## src/rtl/audio_dac_tx.sv

```systemverilog
// Serial transmitter for a DAC121S101-class DAC: 12-bit samples in over valid/ready,
// 16-bit SPI frames out. Define DAC_SIGNED_EN to accept two's-complement samples.
module audio_dac_tx #(
    parameter int CLK_DIV = 4
) (
    input  logic        basys_clk,
    input  logic        reset_n,
    input  logic [11:0] sample,
    input  logic [1:0]  pd,
    input  logic        sample_valid,
    output logic        sample_ready,
    output logic        sync_n,
    output logic        sclk,
    output logic        din,
    output logic        busy,
    output logic        frame_done
);

    // state | meaning
    // IDLE  | waiting for a buffered sample; sync_n high, sclk high
    // SETUP | sync_n low, bit 15 on din, sclk high for one half period
    // SHIFT | 16 bit periods, sclk low then high; din advances on the rise
    // GAP   | sync_n high for two half periods; frame_done on the way out
    typedef enum logic [1:0] {IDLE, SETUP, SHIFT, GAP} state_t;

    localparam logic [7:0] HP_LOAD = 8'(CLK_DIV - 1);
`ifdef DAC_SIGNED_EN
    localparam logic [11:0] SIGN_FLIP = 12'h800;
`else
    localparam logic [11:0] SIGN_FLIP = 12'h000;
`endif

    state_t      state, state_nxt;
    logic        buf_full;
    logic [13:0] buf_word;
    logic [15:0] frame_word;
    logic [15:0] shift_reg, shift_nxt;
    logic [7:0]  hp_cnt, hp_nxt;
    logic [3:0]  bit_cnt, bit_nxt;
    logic        sync_nxt, sclk_nxt, din_nxt, busy_nxt, done_nxt;
    logic        accept, drain;

    assign sample_ready = !buf_full;
    assign accept       = sample_valid && !buf_full;
    assign frame_word   = {2'b00, buf_word};

    // accept and drain are mutually exclusive: one needs the buffer empty, the other full
    always_ff @(posedge basys_clk or negedge reset_n) begin
        if (!reset_n) begin
            buf_full <= 1'b0;
            buf_word <= '0;
        end else if (accept) begin
            buf_full <= 1'b1;
            buf_word <= {pd, sample ^ SIGN_FLIP};
        end else if (drain) begin
            buf_full <= 1'b0;
        end
    end

    always_ff @(posedge basys_clk or negedge reset_n) begin
        if (!reset_n) begin
            state      <= IDLE;
            shift_reg  <= '0;
            hp_cnt     <= '0;
            bit_cnt    <= '0;
            sync_n     <= 1'b1;
            sclk       <= 1'b1;
            din        <= 1'b0;
            busy       <= 1'b0;
            frame_done <= 1'b0;
        end else begin
            state      <= state_nxt;
            shift_reg  <= shift_nxt;
            hp_cnt     <= hp_nxt;
            bit_cnt    <= bit_nxt;
            sync_n     <= sync_nxt;
            sclk       <= sclk_nxt;
            din        <= din_nxt;
            busy       <= busy_nxt;
            frame_done <= done_nxt;
        end
    end

    always_comb begin
        state_nxt = state;
        shift_nxt = shift_reg;
        hp_nxt    = hp_cnt;
        bit_nxt   = bit_cnt;
        sync_nxt  = sync_n;
        sclk_nxt  = sclk;
        din_nxt   = din;
        busy_nxt  = busy;
        done_nxt  = 1'b0;
        drain     = 1'b0;
        unique case (state)
            IDLE: begin
                sync_nxt = 1'b1;
                sclk_nxt = 1'b1;
                din_nxt  = 1'b0;
                busy_nxt = 1'b0;
                if (buf_full) begin
                    drain     = 1'b1;
                    shift_nxt = frame_word;
                    din_nxt   = frame_word[15];
                    sync_nxt  = 1'b0;
                    busy_nxt  = 1'b1;
                    hp_nxt    = HP_LOAD;
                    bit_nxt   = 4'd15;
                    state_nxt = SETUP;
                end
            end
            SETUP: begin
                if (hp_cnt != 8'd0) begin
                    hp_nxt = hp_cnt - 8'd1;
                end else begin
                    hp_nxt    = HP_LOAD;
                    sclk_nxt  = 1'b0;
                    state_nxt = SHIFT;
                end
            end
            SHIFT: begin
                if (hp_cnt != 8'd0) begin
                    hp_nxt = hp_cnt - 8'd1;
                end else begin
                    hp_nxt = HP_LOAD;
                    if (!sclk) begin
                        // rising edge: present the next bit; after the last bit din drops to 0
                        sclk_nxt  = 1'b1;
                        shift_nxt = {shift_reg[14:0], shift_reg[15]};
                        din_nxt   = (bit_cnt != 4'd0) ? shift_reg[14] : 1'b0;
                    end else if (bit_cnt == 4'd0) begin
                        sync_nxt  = 1'b1;
                        din_nxt   = 1'b0;
                        bit_nxt   = 4'd1;
                        state_nxt = GAP;
                    end else begin
                        bit_nxt  = bit_cnt - 4'd1;
                        sclk_nxt = 1'b0;
                    end
                end
            end
            GAP: begin
                if (hp_cnt != 8'd0) begin
                    hp_nxt = hp_cnt - 8'd1;
                end else if (bit_cnt != 4'd0) begin
                    bit_nxt = bit_cnt - 4'd1;
                    hp_nxt  = HP_LOAD;
                end else begin
                    busy_nxt  = 1'b0;
                    done_nxt  = 1'b1;
                    state_nxt = IDLE;
                end
            end
            default: state_nxt = IDLE;
        endcase
    end

endmodule

```

## config.mk

```make
export PLATFORM = sky130hd
export DESIGN_NAME = audio_dac_tx
export DESIGN_NICKNAME = d
export VERILOG_FILES = /design/src/rtl/audio_dac_tx.sv
export SDC_FILE = /design/constraint.sdc
export NUM_CORES = 1
export LEC_CHECK = 0
export ABC_CLOCK_PERIOD_IN_PS = 5700
export BUFFER_PORTS_ARGS = -buffer_cell sky130_fd_sc_hd__buf_2
export CAP_MARGIN = 20
export CORE_ASPECT_RATIO = 1.4
export CORE_MARGIN = 2
export CORE_UTILIZATION = 35
export CTS_CLUSTER_SIZE = 40
export DETAILED_ROUTE_END_ITERATION = 10
export GPL_TIMING_DRIVEN = 0
export PLACE_DENSITY_LB_ADDON = 0.15
export SYNTH_ARGS = -nofsm -noshare
export SYNTH_HDL_FRONTEND = slang
export SYNTH_SLANG_ARGS = --single-unit
export TNS_END_PERCENT = 1
```

## constraint.sdc

```tcl
create_clock -name basys_clk -period 5.7 [get_ports basys_clk]
set_clock_uncertainty 0.05 [all_clocks]
set_input_delay 0.57 -clock basys_clk [delete_from_list [all_inputs] [get_ports basys_clk]]
set_output_delay 0.57 -clock basys_clk [all_outputs]
set_load 0.01 [all_outputs]
```

==> impl_metrics.prom, run 1 <==
# TYPE chip_impl_metric gauge
chip_impl_metric{name="max_slew.worst_pin.slew",unit="ns"} 0.729
chip_impl_metric{name="p_per_area",unit="mW/mm2"} 549
chip_impl_metric{name="synth_edf_count",unit=""} 0
chip_impl_metric{name="crit_arrival",unit="ns"} 2.43
chip_impl_info{name="root_buffer",value="sky130_fd_sc_hd__clkbuf_8"} 1
chip_impl_metric{name="largest_register_ff_count",unit=""} 16
chip_impl_metric{name="number_of_buffers_inserted_for_hold_repair_after_clock_tree_synthesis",unit=""} 0
chip_impl_metric{name="cp.required",unit="ns"} 5.84
chip_impl_metric{name="post-layout-total-power",unit="mW"} 1.50
chip_impl_metric{name="postCtsResizedCells",unit=""} 0
chip_impl_metric{name="synth_area_per_cell",unit="um2"} 10.5
chip_impl_metric{name="placeableCoreArea",unit="mm2"} 0.00661
chip_impl_metric{name="grt_pass1_vias",unit=""} 1696
chip_impl_metric{name="numCtsBuffers",unit=""} 5
chip_impl_metric{name="synth_top_area_share",unit="%"} 50.0
chip_impl_info{name="combinational_family_with_the_most_area_after_synthesis",value="multiplexers"} 1
chip_impl_info{name="category_of_the_worst_setup_path_launch_point",value="flop"} 1
chip_impl_metric{name="clkSlewWorstSetupHoldPaths",unit="ns"} 0.09
chip_impl_metric{name="leakage",unit="nW"} 1.23
chip_impl_info{name="yosysTopAreaCell",value="sky130_fd_sc_hd__dfrtp_1"} 1
chip_impl_metric{name="final_critical_path_setup_slack",unit="ns"} 3.41
chip_impl_metric{name="maxSlewViolCount",unit=""} 0
chip_impl_info{name="worst_flop_to_flop_path_startpoint",value="bit_cnt[0]$_DFFE_PN0P_"} 1
chip_impl_info{name="synth_top_cells_by_area",value="sky130_fd_sc_hd__dfrtp_1 (50%), sky130_fd_sc_hd__mux2i_1 (7.1%), sky130_fd_sc_hd__mux2_2 (6.6%)"} 1
chip_impl_metric{name="die_area",unit="mm2"} 0.00755
chip_impl_metric{name="final_nets",unit=""} 283
chip_impl_metric{name="power.ir.vdd_worst",unit="mV"} 0.242
chip_impl_metric{name="antenna_violating_nets_post_route",unit=""} 0
chip_impl_info{name="path_cells",value="inv_1 -> ha_1 -> nor3b_1 -> nor2_1 -> a211o_1 -> a21oi_2 -> mux2_1"} 1
chip_impl_metric{name="die_y",unit="um"} 102
chip_impl_metric{name="holdWs",unit="ns"} 0.155
chip_impl_metric{name="crit_fanout",unit=""} 6
chip_impl_metric{name="setup_viol_count_final",unit=""} 0
chip_impl_metric{name="setup.reg_to_reg.worst_slack",unit="ns"} 3.41
chip_impl_metric{name="fraction_of_final_layout_cells_with_drive_strength_greater_than_1",unit="%"} 19.3
chip_impl_metric{name="final.setup.tns",unit="ns"} 0
chip_impl_metric{name="synth_simple_gate_area_share",unit="%"} 12.7
chip_impl_info{name="run_status",value="complete, no violations"} 1
chip_impl_info{name="yosysMostFrequentCell",value="sky130_fd_sc_hd__dfrtp_1"} 1
chip_impl_metric{name="fmaxAchievable",unit="MHz"} 436
chip_impl_metric{name="synth_compound_gate_area_share",unit="%"} 13.0
chip_impl_metric{name="yosys_register_bits",unit=""} 50
chip_impl_metric{name="first_pass_grt_wire_length",unit="mm"} 8.27
chip_impl_metric{name="timing.max_cap.violations",unit=""} 0
chip_impl_metric{name="detailedRoute.firstIterationViolations",unit=""} 69
chip_impl_info{name="crit_type",value="flop to flop"} 1
chip_impl_info{name="synth_flop_cell",value="sky130_fd_sc_hd__dfrtp_1"} 1
chip_impl_metric{name="timing.reg2reg.worst_path_depth",unit=""} 7
chip_impl_metric{name="vias_per_cell",unit=""} 4.85
chip_impl_metric{name="cp_num_buf_inv",unit=""} 1
chip_impl_metric{name="pin_count_of_the_biggest_net_entering_global_routing",unit=""} 34
chip_impl_metric{name="gr-usage-all-layers",unit="%"} 14.0
chip_impl_metric{name="synth.area.mux_share",unit="%"} 14.1
chip_impl_metric{name="ys_seq_area_share",unit="%"} 52.2
chip_impl_metric{name="initial_utilization",unit="%"} 36.3
chip_impl_metric{name="postSynth.asyncResetShare",unit="%"} 100
chip_impl_metric{name="core.rowCount",unit=""} 35
chip_impl_info{name="top_usage_layer",value="met2"} 1
chip_impl_metric{name="share_of_the_cycle_needed_by_the_critical_path_after_routing",unit="%"} 40.2
chip_impl_metric{name="cts.repair_timing.setup_buffer_count",unit=""} 0
chip_impl_info{name="cts_tree",value="yes"} 1
chip_impl_metric{name="fp.dieW",unit="um"} 74.0
chip_impl_metric{name="gp_weighted_congestion",unit=""} 0.769
chip_impl_metric{name="crit_path_max_incr_delay",unit="ns"} 0.56
chip_impl_info{name="crit_slowest_cell",value="sky130_fd_sc_hd__nor3b_1"} 1
chip_impl_metric{name="synth_area",unit="mm2"} 0.00240
chip_impl_metric{name="worst_slew_margin_rel",unit="%"} 51.4
chip_impl_metric{name="ys_warn_count",unit=""} 0
chip_impl_metric{name="routed_wirelength",unit="mm"} 4.62
chip_impl_info{name="dominant_delay_contributor_by_cell_family_on_the_critical_path",value="simple AND/OR/NAND/NOR gates"} 1
chip_impl_metric{name="syn_nets",unit=""} 253
chip_impl_info{name="regToRegEndpoint",value="state[1]$_DFFE_PN0P_"} 1
chip_impl_metric{name="clock_insertion_delay_worst_skew",unit="ns"} 0.30
chip_impl_metric{name="global_route.overflow_total",unit=""} 0
chip_impl_metric{name="report.final.hold_viol_count",unit=""} 0
chip_impl_metric{name="initial_antenna_violation_count",unit=""} 0
chip_impl_metric{name="fillCellCount",unit=""} 658
chip_impl_metric{name="wire_per_inst",unit="um"} 13.2
chip_impl_metric{name="cts_buffer_depth",unit=""} 2
chip_impl_metric{name="remaining_drc_errors",unit=""} 0
chip_impl_metric{name="area_growth",unit="%"} 13.8
chip_impl_info{name="min_path_type",value="input pin to async pin"} 1
chip_impl_metric{name="synth.lib_cells_used.distinct",unit=""} 37
chip_impl_info{name="synth_common_cells",value="sky130_fd_sc_hd__dfrtp_1 (48), sky130_fd_sc_hd__nand2_1 (32), sky130_fd_sc_hd__mux2i_1 (17)"} 1
chip_impl_metric{name="numPortBuffers",unit=""} 22
chip_impl_metric{name="dr.pass1.iters",unit=""} 4
chip_impl_metric{name="cts_num_sinks",unit=""} 50
chip_impl_info{name="endpoint_type_of_the_worst_setup_path",value="flop"} 1
chip_impl_metric{name="post-place-ws",unit="ns"} 3.39
chip_impl_metric{name="period_minus_slack",unit="ns"} 2.29
chip_impl_metric{name="grt_use_met1",unit="%"} 19.0
chip_impl_metric{name="hpwlAfterDp",unit="mm"} 3.39
chip_impl_metric{name="synth_xor_xnor_area_share",unit="%"} 0.729
chip_impl_info{name="setup_repair_after_global_routing_missed_its_margin",value="no"} 1
chip_impl_metric{name="grt.met3_usage",unit="%"} 2.47
chip_impl_metric{name="synth_cells",unit=""} 228
chip_impl_metric{name="io_pins",unit=""} 23
chip_impl_metric{name="cts_max_level",unit=""} 2
chip_impl_metric{name="insertedDiodeCount",unit=""} 0
chip_impl_metric{name="post_synth_fa_ha_maj_area_fraction",unit="%"} 4.17
chip_impl_metric{name="via_count",unit=""} 1701
chip_impl_metric{name="globalRouteMet2Util",unit="%"} 22.9
-- cells by family (layout without fill, tap and decap cells) --
logic type,after synthesis,after routing
AO/OA/AOI/OAI,54,54
buffers and inverters,20,51
flip-flops,50,50
AND/OR/NAND/NOR,62,62
multiplexers,32,32
XOR/XNOR,2,2
adder cells (fa/ha/maj),8,8
-- cell usage in the layout (no fill, tap or decap), drive strengths merged, types with 3 or more instances in the layout --
cell,netlist,final
a21o,5,5
a21oi,9,9
buf,1,24
clkbuf,7,13
dfrtp,48,48
ha,8,8
inv,12,12
mux2,15,15
mux2i,17,17
nand2,33,33
nand3,3,3
nor2,11,11
nor3,7,7
o21ai,32,32
-- through the flow --
stage / cells / util [%] / cell area [um2]
2_1_floorplan: 228 / - / 2400
3_3_place_gp: 342 / 39.7 / 2630
3_5_place_dp: 343 / 40.0 / 2650
4_1_cts: 351 / 41.3 / 2730
5_1_grt: 351 / 41.3 / 2730
6_report: 351 / 41.3 / 2730
-- cell type report --
class                           count  area [um2]  share of cell area (%)
Clock inverter                      2        13.8                   0.503
Multi-Input combinational cell    158        1070                    39.3
Inverter                           12        45.0                    1.65
Clock buffer                        6        72.6                    2.65
Sequential cell                    50        1250                    45.9
Buffer                              8        30.0                    1.10
Timing Repair Buffer               23         130                    4.76
Tap cell                           92         115                    4.21
-- power breakdown --
part           switching [mW]  internal [mW]  total, mW  leakage [nW]
clock                   0.118         0.0869      0.205        0.0452
combinational           0.374          0.289      0.664         0.577
sequential              0.114          0.518      0.632         0.606
total                   0.606          0.895       1.50          1.23
-- worst max path at each step --
stage                           start              endpoint  slack, ns  depth (start not counted)
4_1_cts        bit_cnt[0]$_DFFE_PN0P_  state[1]$_DFFE_PN0P_       3.38                          7
5_1_grt        bit_cnt[0]$_DFFE_PN0P_  state[1]$_DFFE_PN0P_       3.21                          7
3_5_place_dp   bit_cnt[0]$_DFFE_PN0P_  state[1]$_DFFE_PN0P_       3.39                          7
2_1_floorplan  bit_cnt[0]$_DFFE_PN0P_  state[1]$_DFFE_PN0P_       3.68                          7
3_3_place_gp   bit_cnt[0]$_DFFE_PN0P_  state[1]$_DFFE_PN0P_       3.39                          7
6_report       bit_cnt[0]$_DFFE_PN0P_  state[1]$_DFFE_PN0P_       3.41                          7
-- metal layers --
metal,vias to the layer above,wire length [um]
li1,853,-
met1,821,2200
met2,23,2250
met3,4,125
met4,0,50
met5,-,0
-- worst reg2reg max path, cell delays in order, from the launching register on --
cell and delay, ns:
sky130_fd_sc_hd__dfrtp_1 0.41, sky130_fd_sc_hd__inv_1 0.12, sky130_fd_sc_hd__ha_1 0.19, sky130_fd_sc_hd__nor3b_1 0.56, sky130_fd_sc_hd__nor2_1 0.11, sky130_fd_sc_hd__a211o_1 0.25
sky130_fd_sc_hd__a21oi_2 0.16, sky130_fd_sc_hd__mux2_1 0.34
Note: power is estimated with default switching activity, not from simulation.
==> inputs of run 2 (changes only) <==
--- a/config.mk
+++ b/config.mk
@@ -5,7 +5,7 @@
 export SDC_FILE = /design/constraint.sdc
 export NUM_CORES = 1
 export LEC_CHECK = 0
-export ABC_CLOCK_PERIOD_IN_PS = 5700
+export ABC_CLOCK_PERIOD_IN_PS = 2100
 export BUFFER_PORTS_ARGS = -buffer_cell sky130_fd_sc_hd__buf_2
 export CAP_MARGIN = 20
 export CORE_ASPECT_RATIO = 1.4
==> constraint.sdc (replaced) <==
create_clock -name basys_clk -period 2.1 [get_ports basys_clk]
set_clock_uncertainty 0.05 [all_clocks]
set_input_delay 0.21 -clock basys_clk [delete_from_list [all_inputs] [get_ports basys_clk]]
set_output_delay 0.21 -clock basys_clk [all_outputs]
set_load 0.01 [all_outputs]
==> impl_metrics.prom, run 2 (synthesis results as in run 1) <==
# TYPE chip_impl_metric gauge
chip_impl_metric{name="globalRouteMet2Util",unit="%"} 23.2
chip_impl_metric{name="vias_per_cell",unit=""} 4.90
chip_impl_metric{name="numCtsBuffers",unit=""} 5
chip_impl_metric{name="gp_weighted_congestion",unit=""} 0.769
chip_impl_metric{name="setup_viol_count_final",unit=""} 0
chip_impl_metric{name="core.rowCount",unit=""} 35
chip_impl_metric{name="p_per_area",unit="mW/mm2"} 1490
chip_impl_metric{name="cts_max_level",unit=""} 2
chip_impl_metric{name="wire_per_inst",unit="um"} 13.3
chip_impl_metric{name="largest_register_ff_count",unit=""} 16
chip_impl_metric{name="fp.dieW",unit="um"} 74.0
chip_impl_metric{name="timing.max_cap.violations",unit=""} 0
chip_impl_info{name="setup_repair_after_global_routing_missed_its_margin",value="yes"} 1
chip_impl_metric{name="grt_pass1_vias",unit=""} 1710
chip_impl_info{name="run_status",value="complete, no violations"} 1
chip_impl_info{name="hold_path.startpoint",value="sample[1]"} 1
chip_impl_metric{name="via_count",unit=""} 1741
chip_impl_metric{name="placeableCoreArea",unit="mm2"} 0.00661
chip_impl_info{name="min_path_type",value="input pin to flop"} 1
chip_impl_metric{name="io_pins",unit=""} 23
chip_impl_metric{name="crit_fanout",unit=""} 3
chip_impl_metric{name="dr.pass1.iters",unit=""} 5
chip_impl_metric{name="final_nets",unit=""} 287
chip_impl_metric{name="clock_insertion_delay_worst_skew",unit="ns"} 0.30
chip_impl_info{name="crit_type",value="flop to flop"} 1
chip_impl_metric{name="cts_num_sinks",unit=""} 50
chip_impl_metric{name="numPortBuffers",unit=""} 22
chip_impl_metric{name="initial_antenna_violation_count",unit=""} 0
chip_impl_metric{name="worst_slew_margin_rel",unit="%"} 58.2
chip_impl_metric{name="gr-usage-all-layers",unit="%"} 14.1
chip_impl_metric{name="maxSlewViolCount",unit=""} 0
chip_impl_metric{name="antenna_violating_nets_post_route",unit=""} 0
chip_impl_info{name="category_of_the_worst_setup_path_launch_point",value="flop"} 1
chip_impl_metric{name="report.final.hold_viol_count",unit=""} 0
chip_impl_info{name="final_cell_mix",value="sky130_fd_sc_hd__dfrtp_1 (48), sky130_fd_sc_hd__nand2_1 (32), sky130_fd_sc_hd__buf_2 (22), sky130_fd_sc_hd__mux2i_1 (17), sky130_fd_sc_hd__o21ai_1 (16)"} 1
chip_impl_metric{name="first_pass_grt_wire_length",unit="mm"} 8.34
chip_impl_metric{name="routed_wirelength",unit="mm"} 4.72
chip_impl_metric{name="share_of_the_cycle_needed_by_the_critical_path_after_routing",unit="%"} 94.5
chip_impl_metric{name="leakage",unit="nW"} 1.27
chip_impl_metric{name="cts_buffer_depth",unit=""} 2
chip_impl_metric{name="utilization",unit="%"} 42.4
chip_impl_metric{name="cp_num_buf_inv",unit=""} 1
chip_impl_info{name="top_usage_layer",value="met2"} 1
chip_impl_info{name="most_frequent_standard_cell_in_the_layout_excluding_fill_and_tap_cells",value="sky130_fd_sc_hd__dfrtp_1"} 1
chip_impl_metric{name="global_route.overflow_total",unit=""} 0
chip_impl_metric{name="grt_use_met1",unit="%"} 19.1
chip_impl_metric{name="max_slew.worst_pin.slew",unit="ns"} 0.626
chip_impl_metric{name="area_growth",unit="%"} 16.6
chip_impl_metric{name="fillCellCount",unit=""} 654
chip_impl_info{name="endpoint_type_of_the_worst_setup_path",value="flop"} 1
chip_impl_info{name="root_buffer",value="sky130_fd_sc_hd__clkbuf_8"} 1
chip_impl_metric{name="die_y",unit="um"} 102
chip_impl_info{name="cts_tree",value="yes"} 1
chip_impl_info{name="regToRegEndpoint",value="state[1]$_DFFE_PN0P_"} 1
chip_impl_metric{name="hold-path-cell-count",unit=""} 2
chip_impl_info{name="path_cells",value="inv_2 -> ha_1 -> nor4b_4 -> nand2_2 -> a211o_1 -> a21oi_2 -> mux2_1"} 1
chip_impl_metric{name="insertedDiodeCount",unit=""} 0
chip_impl_metric{name="fraction_of_final_layout_cells_with_drive_strength_greater_than_1",unit="%"} 24.7
chip_impl_metric{name="period_minus_slack",unit="ns"} 1.98
chip_impl_metric{name="power.ir.vdd_worst",unit="mV"} 0.652
chip_impl_metric{name="setup.reg_to_reg.worst_slack",unit="ns"} 0.12
chip_impl_metric{name="grt.met3_usage",unit="%"} 2.47
chip_impl_metric{name="remaining_drc_errors",unit=""} 0
chip_impl_metric{name="cp.required",unit="ns"} 2.24
chip_impl_metric{name="hpwlAfterDp",unit="mm"} 3.39
chip_impl_metric{name="detailedRoute.firstIterationViolations",unit=""} 48
chip_impl_info{name="worst_flop_to_flop_path_startpoint",value="hp_cnt[0]$_DFFE_PN0P_"} 1
chip_impl_metric{name="pin_count_of_the_biggest_net_entering_global_routing",unit=""} 34
chip_impl_metric{name="crit_arrival",unit="ns"} 2.12
chip_impl_metric{name="final_instance_area",unit="mm2"} 0.00280
chip_impl_info{name="dominant_delay_contributor_by_cell_family_on_the_critical_path",value="compound AO/OA/AOI/OAI gates"} 1
chip_impl_metric{name="initial_utilization",unit="%"} 36.3
chip_impl_metric{name="placedInstanceArea",unit="mm2"} 0.00265
chip_impl_metric{name="die_area",unit="mm2"} 0.00755
chip_impl_info{name="holdPathEnd",value="buf_word[1]$_DFFE_PN0P_"} 1
chip_impl_metric{name="clkSlewWorstSetupHoldPaths",unit="ns"} 0.10
chip_impl_metric{name="crit_path_max_incr_delay",unit="ns"} 0.42
chip_impl_metric{name="fmaxAchievable",unit="MHz"} 504
chip_impl_metric{name="timing.reg2reg.worst_path_depth",unit=""} 7
chip_impl_info{name="crit_slowest_cell",value="sky130_fd_sc_hd__dfrtp_1"} 1
run 2: final cells by class:
type,instances,area [um2],area share [%]
Clock buffer,6,72.6,2.59
Timing Repair Buffer,27,163,5.81
Buffer,8,35.0,1.25
Tap cell,92,115,4.11
Inverter,12,45.0,1.61
Clock inverter,2,13.8,0.491
Multi-Input combinational cell,158,1100,39.4
Sequential cell,50,1250,44.8
run 2: worst register-to-register path, cell delays in order, from the launching register on:
cell and delay, ns:
sky130_fd_sc_hd__dfrtp_1 0.42, sky130_fd_sc_hd__inv_2 0.08, sky130_fd_sc_hd__ha_1 0.14, sky130_fd_sc_hd__nor4b_4 0.28, sky130_fd_sc_hd__nand2_2 0.10, sky130_fd_sc_hd__a211o_1 0.31
sky130_fd_sc_hd__a21oi_2 0.16, sky130_fd_sc_hd__mux2_1 0.33
run 2: metrics by stage:
step	setup TNS [ns]	total power [mW]	hold WS, ns	worst slack, ns	std cells
after detailed placement	-0.245	3.57	0.145	-0.206	343
final	0	4.19	0.0828	0.116	355
after floorplan	0	3.08	-0.136	0.0777	228
after CTS	0	4.17	0.0699	0.00619	353
after global routing	-0.270	4.58	0.0744	-0.0394	355
after global placement	-0.229	3.52	0.391	-0.208	342
run 2: power by group:
part           leakage (nW)  total [mW]  internal, mW  switching, mW
clock                0.0452       0.562         0.236          0.326
sequential            0.606        1.73          1.41          0.324
combinational         0.616        1.90         0.852           1.04
run 2: worst max-delay path by stage:
stage | endpoint | cells after the start | startpoint | slack (ns)
6_report | state[1]$_DFFE_PN0P_ | 7 | hp_cnt[0]$_DFFE_PN0P_ | 0.12
5_1_grt | buf_word[3]$_DFFE_PN0P_ | 4 | buf_full$_DFFE_PN0P_ | -0.04
4_1_cts | state[1]$_DFFE_PN0P_ | 7 | hp_cnt[0]$_DFFE_PN0P_ | 0.006
3_5_place_dp | state[1]$_DFFE_PN0P_ | 7 | bit_cnt[0]$_DFFE_PN0P_ | -0.21
3_3_place_gp | state[1]$_DFFE_PN0P_ | 7 | bit_cnt[0]$_DFFE_PN0P_ | -0.21
2_1_floorplan | state[1]$_DFFE_PN0P_ | 7 | bit_cnt[0]$_DFFE_PN0P_ | 0.08
run 2: repair_timing:
item                                    CTS  global route
endpoints found under the setup margin    7            32
pin swaps                                 0             2
endpoints found under the hold margin    15             0
resized for setup                         2            16
buffers inserted                          1             2
gates cloned                              0             0
hold buffers                              1             0
run 2: metal layers:
metal / vias up / share of wire, %
li1: 861 / -
met1: 849 / 47
met2: 27 / 49
met3: 4 / 2.9
met4: 0 / 1.1
met5: - / 0
